**config.mk**
```make
export PLATFORM = sky130hd
export DESIGN_NAME = sync_fifo_plus
export DESIGN_NICKNAME = d
export VERILOG_FILES = /design/src/rtl/sync_fifo_pkg.sv /design/src/rtl/fifo_ram.sv /design/src/rtl/sync_fifo_plus.sv
export SDC_FILE = /design/constraint.sdc
export NUM_CORES = 1
export LEC_CHECK = 0
export BUFFER_PORTS_ARGS = -buffer_cell sky130_fd_sc_hd__buf_4
export CAP_MARGIN = 25
export CORE_MARGIN = 1
export CORE_UTILIZATION = 40
export DETAILED_ROUTE_END_ITERATION = 16
export HOLD_SLACK_MARGIN = 0.06
export PLACE_DENSITY_LB_ADDON = 0.12
export SLEW_MARGIN = 20
export SYNTH_ARGS = -nofsm -noshare
export SYNTH_HDL_FRONTEND = slang
export SYNTH_SLANG_ARGS = --single-unit
```
**constraint.sdc**
```tcl
create_clock -name CLK -period 2.43 [get_ports CLK]
set_input_delay 0.486 -clock CLK [delete_from_list [all_inputs] [get_ports CLK]]
set_output_delay 0.486 -clock CLK [all_outputs]
set_load 0.005 [all_outputs]
```
**src/rtl/sync_fifo_pkg.sv**
```systemverilog
// Shared constants for sync_fifo_plus: reset values, COUNT width helper and
// the bit layout of the sticky error-flag vector.
package sync_fifo_pkg;

    // COUNT must represent 0..DEPTH inclusive, so it needs one bit more than a pointer.
    function automatic int unsigned cnt_width(input int unsigned addr_width);
        return addr_width + 1;
    endfunction

    // Status flag values while reset is held.
    localparam logic RstEmpty       = 1'b1;
    localparam logic RstAlmostEmpty = 1'b1;
    localparam logic RstFull        = 1'b0;
    localparam logic RstAlmostFull  = 1'b0;

    // Sticky error vector layout.
    localparam int unsigned ErrW      = 2;
    localparam int unsigned ErrOvfIdx = 0;
    localparam int unsigned ErrUdfIdx = 1;
    localparam logic [ErrW-1:0] ErrNone = 2'b00;

endpackage

```
**src/rtl/fifo_ram.sv**
```systemverilog
// Simple dual-port storage: synchronous write, asynchronous read, no reset.
module fifo_ram #(
    parameter int unsigned DATA_WIDTH = 8,
    parameter int unsigned ADDR_WIDTH = 4
) (
    input  logic                  clk_i,
    input  logic                  we_i,
    input  logic [ADDR_WIDTH-1:0] waddr_i,
    input  logic [DATA_WIDTH-1:0] wdata_i,
    input  logic [ADDR_WIDTH-1:0] raddr_i,
    output logic [DATA_WIDTH-1:0] rdata_o
);

    localparam int unsigned DEPTH = 2 ** ADDR_WIDTH;

    logic [DATA_WIDTH-1:0] mem_q [DEPTH];

    // Write port; contents deliberately survive reset.
    always_ff @(posedge clk_i) begin
        if (we_i) begin
            mem_q[waddr_i] <= wdata_i;
        end
    end

    assign rdata_o = mem_q[raddr_i];

endmodule

```
**src/rtl/sync_fifo_plus.sv**
```systemverilog
// Single-clock FIFO with registered status flags, flush and sticky error flags.
// Read mode: define SYNC_FIFO_PLUS_FWFT_EN for first-word-fall-through,
// otherwise RD_DATA is registered with one cycle of latency.
module sync_fifo_plus
    import sync_fifo_pkg::*;
#(
    parameter int unsigned DATA_WIDTH = 8,
    parameter int unsigned ADDR_WIDTH = 4,
    parameter int unsigned AF_LEVEL   = 12,
    parameter int unsigned AE_LEVEL   = 2
) (
    input  logic                    CLK,
    input  logic                    RST,
    input  logic                    W_INC,
    input  logic [DATA_WIDTH-1:0]   WR_DATA,
    input  logic                    R_INC,
    output logic [DATA_WIDTH-1:0]   RD_DATA,
    input  logic                    FLUSH,
    input  logic                    CLR_ERR,
    output logic                    FULL,
    output logic                    EMPTY,
    output logic                    ALMOST_FULL,
    output logic                    ALMOST_EMPTY,
    output logic [ADDR_WIDTH:0]     COUNT,
    output logic                    OVERFLOW,
    output logic                    UNDERFLOW
);

    localparam int unsigned DEPTH = 2 ** ADDR_WIDTH;
    localparam int unsigned CntW  = cnt_width(ADDR_WIDTH);

    localparam logic [CntW-1:0] DepthC = CntW'(DEPTH);
    localparam logic [CntW-1:0] AfC    = CntW'(AF_LEVEL);
    localparam logic [CntW-1:0] AeC    = CntW'(AE_LEVEL);

    if (!((AE_LEVEL < AF_LEVEL) && (AF_LEVEL <= DEPTH))) begin : g_bad_levels
        $fatal(1, "sync_fifo_plus: need AE_LEVEL < AF_LEVEL <= DEPTH");
    end

    logic [ADDR_WIDTH-1:0] wr_ptr_q, wr_ptr_d;
    logic [ADDR_WIDTH-1:0] rd_ptr_q, rd_ptr_d;
    logic [CntW-1:0]       count_q, count_d;
    logic                  full_q, empty_q, af_q, ae_q;
    logic [ErrW-1:0]       err_q, err_d, err_ev;
    logic                  rd_acc, wr_acc;
    logic [DATA_WIDTH-1:0] ram_rdata;

    // Transfer acceptance and next-state for pointers, occupancy and error flags.
    always_comb begin
        rd_acc   = R_INC && !empty_q;
        // A full FIFO still takes a write when a read frees a slot on the same edge.
        wr_acc   = W_INC && (!full_q || rd_acc);
        wr_ptr_d = wr_ptr_q;
        rd_ptr_d = rd_ptr_q;
        count_d  = count_q;
        err_ev   = ErrNone;
        if (FLUSH) begin
            wr_ptr_d = '0;
            rd_ptr_d = '0;
            count_d  = '0;
        end else begin
            if (wr_acc) wr_ptr_d = wr_ptr_q + ADDR_WIDTH'(1);
            if (rd_acc) rd_ptr_d = rd_ptr_q + ADDR_WIDTH'(1);
            if (wr_acc && !rd_acc) begin
                count_d = count_q + CntW'(1);
            end else if (rd_acc && !wr_acc) begin
                count_d = count_q - CntW'(1);
            end
            err_ev[ErrOvfIdx] = W_INC && !wr_acc;
            err_ev[ErrUdfIdx] = R_INC && !rd_acc;
        end
        // New error events win over a same-cycle clear.
        err_d = (CLR_ERR ? ErrNone : err_q) | err_ev;
    end

    // State registers; flags derive from next occupancy so they track COUNT exactly.
    always_ff @(posedge CLK or posedge RST) begin
        if (RST) begin
            wr_ptr_q <= '0;
            rd_ptr_q <= '0;
            count_q  <= '0;
            full_q   <= RstFull;
            empty_q  <= RstEmpty;
            af_q     <= RstAlmostFull;
            ae_q     <= RstAlmostEmpty;
            err_q    <= ErrNone;
        end else begin
            wr_ptr_q <= wr_ptr_d;
            rd_ptr_q <= rd_ptr_d;
            count_q  <= count_d;
            full_q   <= (count_d == DepthC);
            empty_q  <= (count_d == '0);
            af_q     <= (count_d >= AfC);
            ae_q     <= (count_d <= AeC);
            err_q    <= err_d;
        end
    end

    fifo_ram #(
        .DATA_WIDTH(DATA_WIDTH),
        .ADDR_WIDTH(ADDR_WIDTH)
    ) u_ram (
        .clk_i   (CLK),
        .we_i    (wr_acc && !FLUSH),
        .waddr_i (wr_ptr_q),
        .wdata_i (WR_DATA),
        .raddr_i (rd_ptr_q),
        .rdata_o (ram_rdata)
    );

`ifdef SYNC_FIFO_PLUS_FWFT_EN
    // Head word is visible whenever data is present; zero while empty.
    assign RD_DATA = empty_q ? '0 : ram_rdata;
`else
    logic [DATA_WIDTH-1:0] rd_data_q;

    // Capture the head word on an accepted read; hold otherwise.
    always_ff @(posedge CLK or posedge RST) begin
        if (RST) begin
            rd_data_q <= '0;
        end else if (rd_acc && !FLUSH) begin
            rd_data_q <= ram_rdata;
        end
    end

    assign RD_DATA = rd_data_q;
`endif

    assign COUNT        = count_q;
    assign FULL         = full_q;
    assign EMPTY        = empty_q;
    assign ALMOST_FULL  = af_q;
    assign ALMOST_EMPTY = ae_q;
    assign OVERFLOW     = err_q[ErrOvfIdx];
    assign UNDERFLOW    = err_q[ErrUdfIdx];

endmodule

```
==> metrics.sh, run 1 <==
FF2FF_PATH_DEPTH=7
CTS_TREE='built'
POST_DP_HPWL_MM=8.99
SYNTH_TOP_AREA_CELL='sky130_fd_sc_hd__edfxtp_1'
PERIOD_SHARE_PCT=81.0
DIODES=0
POST_SYNTH_FA_HA_MAJ_AREA_FRACTION_PCT=1.39
CTS.SINKS=155
CLOCKPOWERSHARE_PCT=36.3
FILL_CELLS=1344
GRT_ANTENNA_BEFORE_REPAIR=0
TIMING.CRITICAL_PATH.FROM='COUNT[0]'
TIMING.REG2REG.SETUP_SLACK_NS=0.46
AREAGROWTHSYNTHTOFINISH_PCT=17.9
CRITICAL_PATH.TOP_DELAY_FAMILY='compound AO/OA/AOI/OAI gates'
CRIT_PATH_KIND='reg -> reg'
NET_SWITCHING_POWER_FIGURE_W=0.00167
MAX_CAP_VIOL_COUNT=0
SHARE_OF_CELLS_ABOVE_DRIVE_STRENGTH_1_PCT=22.9
POST_SYNTH_NUM_CELL_TYPES=41
SETUP_TNS_NS=0
DRTPASS1ITERATIONS=5
ROW_COUNT=45
DIE_X_UM=128
DRCVIOLATIONCOUNT=0
GRT_PASS1_VIAS=3400
TIMING.RR.START='COUNT[0]'
SYNTH_WARNINGS=0
SYNTH.AREA.MUX_SHARE_PCT=12.0
IR_WORST_VDD_V=0.000539
ROUTE.DETAILED.WL_PER_INST_UM=20.5
HOLD_CLASS='in -> async'
INTERNAL_POWER_W=0.00510
SW_FRAC_OF_TOTAL_PCT=24.6
PLACEMENT.IO_BUFFERS=32
CLK_LATENCY_NS=0.41
START_UTIL_PCT=41.3
RSZ_0062_RAISED_AFTER_GLOBAL_ROUTING='no'
FMAX_GHz=0.508
SLEW_VIOLATIONS=0
GATE_POWER_SHARE_PCT=17.2
WORST_SETUP_PATH_ENDPOINT='ALMOST_EMPTY'
CRITPATHARRIVALTIME_NS=2.29
DETAIL_ROUTE.ITER0.VIOLATIONS=236
SYNTH_TOP_FLOP_CELL='sky130_fd_sc_hd__edfxtp_1'
SYNTH_TOP_FAMILY_BY_AREA='multiplexers'
NUMBER_OF_CLOCK_BUFFERS_INSERTED_BY_TRITONCTS=17
P_LEAK_nW=2.64
RUN_STATUS='complete, no violations'
PATH_CELLS='inv_1 > ha_1 > and4bb_2 > a31oi_1 > mux2i_1 > inv_1 > a2111oi_4'
WORST_EP_REQUIRED_TIME_NS=2.75
AVGSYNTHCELLAREA_UM2=16.2
COMBINED_AREA_OF_THE_MULTI_INPUT_LOGIC_CELLS_UM2=1640
CRITICAL_PATH_CELL_COUNT=7
MAX_SLEW_MARGIN_VS_LIMIT_PCT=72.5
SYNTH_ENABLE_FLOP_CELLS=128
CORE_AREA_UM2=15300
VIAS=3418
CTS-ROOT-BUF='sky130_fd_sc_hd__clkbuf_16'
CRITPATHMOSTFREQUENTCELL='sky130_fd_sc_hd__inv_1'
AREA_SHARE_OF_XOR_XNOR_CELLS_IN_THE_SYNTHESIZED_DESIGN_PCT=0.832
YS_SEQ_ELEMENTS=155
POSTCTSSETUPBUFFERS=0
GR-TOTAL-OVERFLOW=0
WORST_SETUP_PATH_END_KIND='flop'
CLOCK-SKEW-FINAL_NS=0.00750
FIN_CRIT_NS=1.97
POWER_AFTER_LAYOUT_W=0.00677
GRT_FIRST_PASS_WIRELENGTH_MM=20.8
WORST_SETUP_HOLD_PATH_CLK_SLEW_NS=0.06
GPL.FINAL_WEIGHTED_CONGESTION=0.756
GROUTE.USAGE.OVERALL_PCT=18.2
ANT_NETS=0
CTS-HOLD-FIX-BUFFERS=0
FINAL_COUNT_OF_NEGATIVE_SETUP_SLACK_ENDPOINTS=0
CRITPATHMAXSTAGEDELAY_NS=0.43
SYNTH-SEQ-AREA-SHARE_PCT=71.6
ROUTED_VIA_DENSITY=5.11
CRIT_FANOUT=6
STARTPOINT_TYPE='flop'
CTSHTREEMAXLEVEL=4
TIMING.CRITICAL_PATH.SLOWEST_STAGE_CELL='sky130_fd_sc_hd__dfrtp_1'
FP.DIEAREA_UM2=16300
IO-PIN-COUNT=33
POSTSYNTH.ASYNCRESETSHARE_PCT=17.4
GRT_START_MAX_NET_PINS=44
SEQUENTIALPOWERSHARE_PCT=46.6
HOLD_VIOL=0
WORSTREG2REGEND='ALMOST_EMPTY'
NETLIST.AREA_LEADER.SHARE_PCT=60.8
YS_TOP_CELLS_BY_AREA='sky130_fd_sc_hd__edfxtp_1, sky130_fd_sc_hd__dfrtp_1, sky130_fd_sc_hd__mux2i_1, sky130_fd_sc_hd__mux4_2, sky130_fd_sc_hd__o22ai_1'
POWER_PER_CELL_AREA_nW_PER_UM2=909
CTS_RESIZED=0
FF_LATCH_AREA_UM2=4520
CRITICAL_PATH.N_BUFFERS_INVERTERS=2
FINALWIRELENGTH_MM=13.7
TIGHTESTPINTRANSITION_NS=0.412
FINAL_NETS=466
SYN_NETS=411
SYN_AREA_UM2=6320
POSTSYNTHCELLCOUNT=390
SYNTH_COMPOUND_GATE_AREA_SHARE_PCT=4.30
DIE_Y_UM=128
SYNTH_SIMPLE_GATE_AREA_SHARE_PCT=7.39
CLOCKBUFFERDEPTH=2
stage by stage:
stage | std cells | hold WS (ns) | util, % | instance area [um2] | worst slack (ns)
global placement | 637 | 0.520 | 45.1 | 6910 | 0.395
detailed placement | 637 | 0.531 | 45.1 | 6910 | 0.382
global route | 669 | 0.169 | 48.6 | 7450 | 0.325
CTS | 669 | 0.152 | 48.6 | 7450 | 0.454
floorplan | 390 | 0.506 | - | 6320 | 0.131
finish | 669 | 0.153 | 48.6 | 7450 | 0.461
worst min-delay path: stages:
cell and delay, ns:
sky130_fd_sc_hd__buf_4 0.11, sky130_fd_sc_hd__inv_1 0.04, sky130_fd_sc_hd__buf_4 0.35
power by group through the flow:
stage                     sequential [W]  clock [W]  combinational, W
final                            0.00315    0.00246           0.00116
after global placement           0.00320          0           0.00117
after CTS                        0.00315    0.00250           0.00118
after global routing             0.00317    0.00260           0.00127
after detailed placement         0.00321          0           0.00117
after floorplan                  0.00318          0          0.000775
area by class of cell:
class                           instances  area share, %
Sequential cell                       155           60.7
Timing Repair Buffer                   56           5.98
Multi-Input combinational cell        205           22.0
Inverter                               10          0.504
Clock inverter                         10           1.34
Clock buffer                           22           5.96
Tap cell                              211           3.54
flip-flops by register name, indices dropped and copies added, names as in the netlist:
signal / flops
COUNT: 5
u_ram.mem_q: 128
ALMOST_FULL: 1
rd_ptr_q: 4
EMPTY: 1
err_q: 2
ALMOST_EMPTY: 1
wr_ptr_q: 4
RD_DATA: 8
FULL: 1
cell families after synthesis:
| kind of cell | after synthesis |
|---|---|
| xor+xnor | 6 |
| mux | 55 |
| flops | 155 |
| fa+ha+maj | 7 |
| simple gates | 99 |
| buf+inv | 30 |
| compound gates | 38 |
cell usage in the layout, fill, tap and decap left out, types with 3 or more instances in the layout:
cell	instances
sky130_fd_sc_hd__a21oi_1	3
sky130_fd_sc_hd__a31oi_1	3
sky130_fd_sc_hd__buf_4	54
sky130_fd_sc_hd__clkbuf_1	5
sky130_fd_sc_hd__clkbuf_16	17
sky130_fd_sc_hd__clkinv_1	3
sky130_fd_sc_hd__clkinv_2	4
sky130_fd_sc_hd__dfrtp_1	24
sky130_fd_sc_hd__edfxtp_1	128
sky130_fd_sc_hd__ha_1	7
sky130_fd_sc_hd__inv_1	10
sky130_fd_sc_hd__mux2i_1	37
sky130_fd_sc_hd__mux4_2	16
sky130_fd_sc_hd__nand2_1	24
sky130_fd_sc_hd__nand2b_1	11
sky130_fd_sc_hd__nor2_1	36
sky130_fd_sc_hd__nor2b_1	3
sky130_fd_sc_hd__nor3_1	11
sky130_fd_sc_hd__o22ai_1	23
sky130_fd_sc_hd__xor2_1	4
worst min path at each step:
stage | from | endpoint | slack [ns] | depth (start not counted)
2_1_floorplan | rd_ptr_q[3] | RD_DATA[5] | 0.51 | 1
3_3_place_gp | err_q[1] | err_q[1] | 0.52 | 2
3_5_place_dp | RD_DATA[4] | RD_DATA[4] | 0.53 | 2
4_1_cts | RST | COUNT[3] | 0.15 | 3
5_1_grt | RST | ALMOST_FULL | 0.17 | 3
6_report | RST | COUNT[2] | 0.15 | 3
per-layer routing:
metal | track usage, % | part of all wire (%) | vias up
met4 | 5.81 | 1.1 | 0
met3 | 3.84 | 2.7 | 11
li1 | - | - | 1595
met1 | 26.0 | 49 | 1763
met2 | 27.8 | 47 | 49
met5 | 0 | 0 | -
Yosys cell counts (3+ instances only):
| cell | instances |
|---|---|
| sky130_fd_sc_hd__dfrtp_1 | 25 |
| sky130_fd_sc_hd__mux4_2 | 16 |
| sky130_fd_sc_hd__clkbuf_1 | 8 |
| sky130_fd_sc_hd__xor2_1 | 4 |
| sky130_fd_sc_hd__nand2b_1 | 11 |
| sky130_fd_sc_hd__a31oi_1 | 3 |
| sky130_fd_sc_hd__nor3_1 | 11 |
| sky130_fd_sc_hd__edfxtp_1 | 128 |
| sky130_fd_sc_hd__mux2i_1 | 37 |
| sky130_fd_sc_hd__buf_4 | 4 |
| sky130_fd_sc_hd__inv_1 | 10 |
| sky130_fd_sc_hd__nor2_1 | 36 |
| sky130_fd_sc_hd__nor2b_1 | 3 |
| sky130_fd_sc_hd__buf_6 | 4 |
| sky130_fd_sc_hd__ha_1 | 7 |
| sky130_fd_sc_hd__o22ai_1 | 23 |
| sky130_fd_sc_hd__nand2_1 | 24 |
| sky130_fd_sc_hd__a21oi_1 | 3 |
Power figures use the tool's default switching activity.
==> run 2, diff against run 1 <==
clock period = 1.9 ns   (was 2.43 ns; I/O delays follow)
==> metrics.sh, run 2 (same netlist as run 1, synthesis figures left out) <==
RUN_STATUS='complete, no violations'
SHARE_OF_CELLS_ABOVE_DRIVE_STRENGTH_1_PCT=31.0  # +8.1 points
CTSHTREEMAXLEVEL=4  # unchanged
DIODES=0  # unchanged
CTS_TREE='built'
TIGHTESTPINTRANSITION_NS=0.416  # +0.00394 ns
AREAGROWTHSYNTHTOFINISH_PCT=25.4
GRT_FIRST_PASS_WIRELENGTH_MM=21.8  # +4.8%
FINAL_CORE_UTILIZATION_PCT=51.7  # +3.1 points
FINAL_NETS=487  # +4.5%
TOP_REGISTER='u_ram.mem_q'
DIE_Y_UM=128  # unchanged
GRT_PASS1_VIAS=3644  # +7.2%
DETAIL_ROUTE.ITER0.VIOLATIONS=296  # +25%
ROUTED_VIA_DENSITY=5.10  # -0.20%
CRIT_PATH_KIND='reg -> reg'
GPL.FINAL_WEIGHTED_CONGESTION=0.800  # +5.8%
SEQUENTIALPOWERSHARE_PCT=45.0  # -1.6 points
IO-PIN-COUNT=33  # unchanged
HOLD_CLASS='in -> reg'
MAX_CAP_VIOL_COUNT=0  # unchanged
TIMING.CRITICAL_PATH.SLOWEST_STAGE_CELL='sky130_fd_sc_hd__dfstp_2'
DRCVIOLATIONCOUNT=0  # unchanged
START_UTIL_PCT=41.3  # unchanged
STARTPOINT_TYPE='flop'
LARGEST_REGISTER_FF_COUNT=128  # unchanged
FINAL_CELL_AREA_UM2=7920  # +6.3%
ROW_COUNT=45  # unchanged
HOLD_VIOL=0  # unchanged
DRTPASS1ITERATIONS=5  # unchanged
P_LEAK_nW=2.79  # +5.9%
NUMBER_OF_CLOCK_BUFFERS_INSERTED_BY_TRITONCTS=17  # unchanged
ROUTE.DETAILED.WL_PER_INST_UM=20.1  # -1.8%
INTERNAL_POWER_W=0.00675  # +32%
ANT_NETS=0  # unchanged
GR-TOTAL-OVERFLOW=0  # unchanged
CLOCK-SKEW-FINAL_NS=0.00621  # -0.00129 ns
CLOCKPOWERSHARE_PCT=36.3  # about the same
CRITPATHMAXSTAGEDELAY_NS=0.38  # -0.05 ns
PLACEMENT.IO_BUFFERS=32  # unchanged
CRIT_FANOUT=8  # +2
SW_FRAC_OF_TOTAL_PCT=24.5  # -0.17 points
WORST_SETUP_PATH_END_KIND='flop'
GRT_ANTENNA_BEFORE_REPAIR=0  # unchanged
CTS.SINKS=155  # unchanged
POST_DP_HPWL_MM=9.52  # +5.9%
GRT_START_MAX_NET_PINS=28  # -36%
RSZ_0062_RAISED_AFTER_GLOBAL_ROUTING='yes'
MAX_SLEW_MARGIN_VS_LIMIT_PCT=72.0  # -0.52 points
CORE_AREA_UM2=15300  # unchanged
CLK_LATENCY_NS=0.41  # about the same
POWER_PER_CELL_AREA_nW_PER_UM2=1130  # +24%
FINAL_CELL_MIX='sky130_fd_sc_hd__edfxtp_1, sky130_fd_sc_hd__buf_4, sky130_fd_sc_hd__mux2i_1'
FINALWIRELENGTH_MM=13.8  # +0.95%
DIE_X_UM=128  # unchanged
FINAL_COUNT_OF_NEGATIVE_SETUP_SLACK_ENDPOINTS=0  # unchanged
VIAS=3508  # +2.6%
WORST_EP_REQUIRED_TIME_NS=2.03  # -0.72 ns
GROUTE.USAGE.OVERALL_PCT=18.7  # +0.57 points
FMAX_GHz=0.529  # +4.2%
CTS-ROOT-BUF='sky130_fd_sc_hd__clkbuf_16'
POST_DP_CELL_AREA_UM2=7330  # +6.2%
SLEW_VIOLATIONS=0  # unchanged
WORST_SETUP_HOLD_PATH_CLK_SLEW_NS=0.06  # about the same
POWER_AFTER_LAYOUT_W=0.00894  # +32%
PATH_CELLS='nand2b_2 > a21boi_4 > and2b_1 > nand2_1 > nor3_4 > buf_12'
LAYOUT_COMMONEST_CELL='sky130_fd_sc_hd__edfxtp_1'
NET_SWITCHING_POWER_FIGURE_W=0.00219  # +31%
CLOCKBUFFERDEPTH=2  # unchanged
GATE_POWER_SHARE_PCT=18.7  # +1.5 points
WHS_NS=0.160  # +0.00697 ns
FIN_CRIT_NS=1.89  # -0.0791 ns
CRITPATHARRIVALTIME_NS=2.02  # -0.27 ns
IR_WORST_VDD_V=0.000693  # +29%
PERIOD_SHARE_PCT=99.5  # +18 points
FP.DIEAREA_UM2=16300  # unchanged
-- run 2: changes by cell type in the layout (fill, tap and decap cells not counted), sizes merged --
cell	before	now
clkinvlp	0	1
dlygate4sd3	0	1
bufinv	2	3
clkbuf	22	18
buf	56	76
-- run 2: timing repair --
action,CTS,global route
resized for setup,0,5
endpoints found under the hold margin,25,0
buffers inserted,0,0
endpoints found under the setup margin,8,96
hold buffers,1,0
-- run 2: routing by layer --
layer,part of all wire (%),GRT usage (%),vias to the layer above
met5,0,0,-
met3,5.7,4.63,10
met2,47,28.6,78
li1,-,-,1628
met4,1.3,5.67,0
met1,46,26.6,1792
-- run 2: worst paths after layout --
check                              start           endpoint  slack [ns]  depth (start not counted)
min in group asynchronous            RST           COUNT[2]        0.60                          4
worst min-delay path             CLR_ERR           err_q[0]        0.16                          2
worst max register to register     EMPTY  u_ram.mem_q[3][0]        0.01                          6
max in group asynchronous            RST       ALMOST_EMPTY        0.98                          4
worst max-delay path               EMPTY  u_ram.mem_q[3][0]        0.01                          6
worst min register to register  err_q[1]           err_q[1]        0.54                          2
-- run 2: area by class of cell --
type | instances | area [um2]
fill | 1290 | 7390
sequential | 155 | 4520
multi-input combinational | 205 | 1760
timing repair buffer | 77 | 781
clock buffer | 18 | 429
tap | 211 | 264
clock inverter | 12 | 131
inverter | 10 | 37.5
-- run 2: worst max-delay path: cells and delay by family (launching register included) --
family	cells	cell delay, ns
AND/OR/NAND/NOR	4	0.87
flip-flops	1	0.38
buffers and inverters	1	0.15
AO/OA/AOI/OAI	1	0.18
-- run 2: power groups by stage --
stage	Sequential, W	Combinational [W]	Clock, W
6_report	0.00402	0.00167	0.00325
5_1_grt	0.00404	0.00184	0.00344
4_1_cts	0.00402	0.00169	0.00331
3_5_place_dp	0.00409	0.00168	0
3_3_place_gp	0.00408	0.00167	0
2_1_floorplan	0.00407	0.00101	0
-- run 2: metrics by stage --
step / instances / setup TNS [ns] / setup WS (ns)
floorplan: 390 / 0 / 0.0310
global placement: 657 / -0.00913 / -0.00913
detailed placement: 657 / -0.0607 / -0.0464
CTS: 688 / -0.0270 / -0.00540
global route: 688 / -3.75 / -0.0709
finish: 688 / 0 / 0.00975
